<file path="config.mk">
export PLATFORM = sky130hd
export DESIGN_NAME = crp16_alu_mc
export DESIGN_NICKNAME = d
export VERILOG_FILES = /design/src/rtl/crp16_alu_mc.sv
export SDC_FILE = /design/constraint.sdc
export NUM_CORES = 1
export LEC_CHECK = 0
export CAP_MARGIN = 20
export CORE_MARGIN = 3
export CORE_UTILIZATION = 65
export DETAILED_ROUTE_END_ITERATION = 6
export PLACE_DENSITY = 0.86
export SLEW_MARGIN = 20
export SYNTH_ARGS = -nofsm -noshare
export SYNTH_HDL_FRONTEND = slang
export SYNTH_SLANG_ARGS = --single-unit
export TNS_END_PERCENT = 1
</file>
<file path="constraint.sdc">
create_clock -name clock -period 8 [get_ports clock]
set_input_delay 1.6 -clock clock [delete_from_list [all_inputs] [get_ports clock]]
set_output_delay 1.6 -clock clock [all_outputs]
set_load 0.02 [all_outputs]
</file>
<file path="src/rtl/crp16_alu_mc.sv">
// Multicycle CRP16 execute-stage ALU: 1-cycle base ops plus iterative unsigned mul/div.
// Optional ROR/ROL on select 1100/1101 when CRP16_ALU_MC_ROTATE_EN is defined.
module crp16_alu_mc #(
    parameter int WIDTH = 16
) (
    input  logic             clock,
    input  logic             reset,
    input  logic             start,
    input  logic [WIDTH-1:0] x,
    input  logic [WIDTH-1:0] y,
    input  logic [3:0]       select,
    output logic             busy,
    output logic             done,
    output logic [WIDTH-1:0] alu_out,
    output logic             v,
    output logic             c,
    output logic             n,
    output logic             z
);
    localparam int AW = $clog2(WIDTH);
    localparam int CW = AW + 1;

    typedef enum logic {IDLE, RUN} state_t;

    state_t             state;
    logic [2*WIDTH-1:0] acc;
    logic [WIDTH-1:0]   opnd;   // multiplicand for mul, divisor for div
    logic [1:0]         mop;
    logic [CW-1:0]      count;

    logic [WIDTH-1:0] r1;
    logic             v1, c1;
    logic [WIDTH:0]   sum;
    logic [AW-1:0]    amt;

    always_comb begin
        r1  = '0;
        v1  = 1'b0;
        c1  = 1'b0;
        sum = '0;
        amt = y[AW-1:0];
        case (select)
            4'h0: begin
                sum = {1'b0, x} + {1'b0, y};
                r1  = sum[WIDTH-1:0];
                c1  = sum[WIDTH];
                v1  = (x[WIDTH-1] == y[WIDTH-1]) && (r1[WIDTH-1] != x[WIDTH-1]);
            end
            4'h1: begin
                sum = {1'b0, x} + {1'b0, ~y} + {{WIDTH{1'b0}}, 1'b1};
                r1  = sum[WIDTH-1:0];
                c1  = sum[WIDTH];
                v1  = (x[WIDTH-1] != y[WIDTH-1]) && (r1[WIDTH-1] == y[WIDTH-1]);
            end
            4'h2: r1 = x >> amt;
            4'h3: r1 = $signed(x) >>> amt;
            4'h4: r1 = x << amt;
            4'h5: r1 = x & y;
            4'h6: r1 = x | y;
            4'h7: r1 = x ^ y;
`ifdef CRP16_ALU_MC_ROTATE_EN
            // shift by WIDTH yields 0, so amt=0 degenerates to a plain copy
            4'hC: begin
                r1 = (x >> amt) | (x << (WIDTH - int'(amt)));
                c1 = (amt != '0) && r1[WIDTH-1];
            end
            4'hD: begin
                r1 = (x << amt) | (x >> (WIDTH - int'(amt)));
                c1 = (amt != '0) && r1[0];
            end
`endif
            default: ;
        endcase
    end

    // One shift-add (mul) or restoring-subtract (div) step per cycle
    logic [WIDTH:0]     madd, rsh, dsub;
    logic [2*WIDTH-1:0] acc_nx;
    logic [WIDTH-1:0]   rm;
    logic               vm;

    always_comb begin
        madd = {1'b0, acc[2*WIDTH-1:WIDTH]} + {1'b0, opnd};
        rsh  = acc[2*WIDTH-1:WIDTH-1];
        dsub = rsh - {1'b0, opnd};
        if (!mop[1])
            acc_nx = acc[0] ? {madd, acc[WIDTH-1:1]} : {1'b0, acc[2*WIDTH-1:1]};
        else if (rsh >= {1'b0, opnd})
            acc_nx = {dsub[WIDTH-1:0], acc[WIDTH-2:0], 1'b1};
        else
            acc_nx = {rsh[WIDTH-1:0], acc[WIDTH-2:0], 1'b0};
        case (mop)
            2'b00:   begin rm = acc_nx[WIDTH-1:0];       vm = |acc_nx[2*WIDTH-1:WIDTH]; end
            2'b01:   begin rm = acc_nx[2*WIDTH-1:WIDTH]; vm = 1'b0;                     end
            2'b10:   begin rm = acc_nx[WIDTH-1:0];       vm = (opnd == '0);             end
            default: begin rm = acc_nx[2*WIDTH-1:WIDTH]; vm = (opnd == '0);             end
        endcase
    end

    always_ff @(posedge clock or posedge reset) begin
        if (reset) begin
            state   <= IDLE;
            busy    <= 1'b0;
            done    <= 1'b0;
            alu_out <= '0;
            v       <= 1'b0;
            c       <= 1'b0;
            n       <= 1'b0;
            z       <= 1'b1;
            acc     <= '0;
            opnd    <= '0;
            mop     <= '0;
            count   <= '0;
        end else begin
            done <= 1'b0;
            case (state)
                IDLE: if (start) begin
                    if (select[3:2] == 2'b10) begin
                        state <= RUN;
                        busy  <= 1'b1;
                        count <= '0;
                        mop   <= select[1:0];
                        opnd  <= select[1] ? y : x;
                        acc   <= {{WIDTH{1'b0}}, (select[1] ? x : y)};
                    end else begin
                        alu_out <= r1;
                        v       <= v1;
                        c       <= c1;
                        n       <= r1[WIDTH-1];
                        z       <= (r1 == '0);
                        done    <= 1'b1;
                    end
                end
                RUN: begin
                    acc   <= acc_nx;
                    count <= count + 1'b1;
                    if (count == CW'(WIDTH - 1)) begin
                        state   <= IDLE;
                        busy    <= 1'b0;
                        done    <= 1'b1;
                        alu_out <= rm;
                        v       <= vm;
                        c       <= 1'b0;
                        n       <= rm[WIDTH-1];
                        z       <= (rm == '0);
                    end
                end
                default: state <= IDLE;
            endcase
        end
    end
endmodule
</file>
==> flow_summary_export.csv <==
group,metric,value,unit
synthesis,ys_ff_latch,77,
global_routing,grt_max_degree,78,
cells_and_area,syn_to_final_growth,7.820,%
cells_and_area,drive_gt1_share,8.615,%
critical_path,critPathKind,"primary input to flop",
global_routing,gr-total-overflow,0,
route,firstDrtPassIters,7,
timing,final-max-slew-violation-count,0,
route,ant_nets,0,
timing,layout_worst_path_cycle_share,69.11,%
pwr,vdd_drop_max,323.0,µV
route,first_iter_violations,1754,
critical_path,r2r-start,"opnd[14]",
timing,finalSetupTns,0,ps
critical_path,crit_path_start,"y[2]",
clock_network,cts_max_level,3,
timing,period_minus_slack,5529,ps
clock_network,worstSkewPairLatency,360,ps
synthesis,synth_xor_area_share,1.769,%
global_routing,antenna_found_initial,1,
cells_and_area,final_common_cell,"nor2_1",
synthesis,synth_top_area_share,18.29,%
floorplan,ios,61,
timing,tightest_slew,1053,ps
route,remaining_drc_errors,2,
synthesis,ys_seq_area_share,18.54,%
synthesis,synth_top_family_by_area,"compound AO/OA/AOI/OAI gates",
global_routing,grt_use_total,43.48,%
timing,rsz0062_at_grt,"no",
timing,fmax,180.9,MHz
route,vias,11121,
pwr,leakagePower,4.872,nW
clock_network,cts_resized,0,
clock_network,clk_pin_slew,70,ps
clock_network,cts_buffers,9,
critical_path,r2r_setup_slack,3840,ps
critical_path,start_kind,"primary input",
synthesis,synth_area_leaders,"dfrtp_1 (18%), ha_1 (11%), mux2i_1 (6.4%)",
synthesis,synth_compound_area_share,28.54,%
timing,slew_headroom,29.81,%
clock_network,cts_tree,"yes",
cells_and_area,final_core_util,72.68,%
floorplan,dieWidth,132.5,µm
status,outcome,"finished, violations left",
route,vias_per_cell,7.360,
floorplan,rows,45,
clock_network,postCtsHoldBufs,0,
critical_path,reg2regPathDepth,12,
placement,hpwl,29.20,mm
clock_network,clk_path_buf_depth,2,
synthesis,synth_area,10400,µm²
placement,place_area,10910,µm²
floorplan,die_height,132.5,µm
cells_and_area,design_area,11210,µm²
synthesis,avgSynthCellArea,7.975,µm²
timing,fin_skew,10.94,ps
pwr,power.density,382.6,nW/µm²
synthesis,yosysTopAreaCell,"dfrtp_1",
synthesis,synth_edf_count,0,
run,drv_cap,0,
global_routing,grt_pass1_vias,10416,
critical_path,worst_ep_arrival_time,5800,ps
clock_network,clockRootBuffer,"clkbuf_16",
hold_path,hold_path_class,"flop to flop",
critical_path,worst-path-max-fanout,46,
synthesis,yosysWarnings,0,
timing,hold_viol_final,0,
status,violations,"DRC",
critical_path,critPathRequiredTime,8270,ps
clock_network,cts_setup_buffers,0,
synthesis,ys.flop_type,"dfrtp_1",
synthesis,yosysUniqueCellTypes,94,
synthesis,syn_nets,1438,
synthesis,synth_cells,1304,
critical_path,reg2reg_to,"z",
timing,setup_viol,0,
floorplan,die-area,17550,µm²
floorplan,coreArea,15430,µm²
route,wl_per_cell,25.47,µm
synthesis,synthMuxAreaShare,14.26,%
synthesis,yosys.area_share.simple,17.78,%
cells_and_area,layout_common_cells,"nor2_1 (110), nand2_1 (103), o21ai_0 (101), a21oi_1 (94), ha_1 (91)",
synthesis,async_reset_ff_share,100.0,%
placement,place_congestion,1.060,
critical_path,endpoint,"z",
cells_and_area,nFillCells,1276,
global_routing,grt_pass1_wl,60.26,mm
critical_path,critPathCaptureType,"flop",
placement,portBuffers,60,
cells_and_area,nets,1429,
route,finalWirelength,38.49,mm
synthesis,synth_fa_ha_area_share,11.72,%
floorplan,start_util,67.41,%
clock_network,clock-sinks,77,
cells_and_area,antennaDiodeCount,0,
flip-flops by register name, indices dropped and copies added, names as in the netlist:
register,flops
acc,32
alu_out,16
busy,1
c,1
count,5
done,1
mop,2
opnd,16
state,1
v,1
z,1
report_power, final:
part	total [mW]	switching, mW	internal, mW
combinational	3.05	1.89	1.16
sequential	0.813	0.238	0.575
clock	0.427	0.183	0.244
cells in the mapped netlist, types with 12 or more instances:
library cell / count
a211oi_1: 32
a21o_1: 20
a21oi_1: 94
a31oi_1: 16
buf_2: 17
buf_4: 12
clkbuf_1: 53
dfrtp_1: 76
ha_1: 91
inv_1: 83
mux2_2: 20
mux2i_1: 66
mux4_2: 26
nand2_1: 104
nand3_1: 34
nor2_1: 110
nor2b_1: 17
nor3_1: 36
o21ai_0: 101
o31ai_1: 12
xnor2_1: 19
stage by stage:
stage / hold WS, ps / std cells / setup slack [ps] / total power [mW]
2_1_floorplan: 449.4 / 1304 / 3705 / 2.833
3_3_place_gp: 470.8 / 1495 / 2314 / 3.611
3_5_place_dp: 480.0 / 1495 / 2235 / 3.692
4_1_cts: 493.7 / 1511 / 2595 / 4.138
5_1_grt: 522.5 / 1511 / 2312 / 4.534
6_report: 492.0 / 1511 / 2471 / 4.290
worst min path at each step:
stage,startpoint,to,slack [ps],cells after the start
finish,alu_out[0],alu_out[0],490,2
global route,alu_out[0],alu_out[0],520,2
detailed placement,alu_out[0],alu_out[0],480,2
CTS,alu_out[0],alu_out[0],490,2
floorplan,count[3],count[3],450,1
global placement,alu_out[0],alu_out[0],470,2
cell type report:
cell class                 instances  area, µm²  area share (%)
timing repair buffer              75      698.2           6.226
clock buffer                      10      229.0           2.042
inverter                          84      316.6           2.823
sequential                        77       1929           17.21
clock inverter                     6      71.32          0.6360
multi-input combinational       1048       7705           68.71
tap                              211      264.0           2.354
cell families (layout without fill, tap and decap cells):
group | count (synthesis) | in the layout
AND/OR/NAND/NOR | 385 | 385
AO/OA/AOI/OAI | 434 | 434
flip-flops | 77 | 77
buffers and inverters | 179 | 175
multiplexers | 113 | 113
adder cells (fa/ha/maj) | 95 | 95
XOR/XNOR | 21 | 21
metal layers:
layer,GRT usage (%),up-vias,share of wire [%]
met3,15.48,119,15
met4,13.74,2,3.2
met1,62.75,5237,40
met2,60.78,905,41
li1,-,4858,-
met5,0,-,0.021
critical path, cell delays in order:
cell and delay, ps:
clkdlybuf4s50_1 460, buf_4 430, inv_1 410, ha_1 480, nor2_1 160, o221ai_1 250, a2111oi_0 530, nor3_1 200
o311a_1 330, a211oi_1 190, o21ai_0 190, nor4_1 300, a41oi_1 170, o41ai_2 80
(Power assumes the default switching activity.)
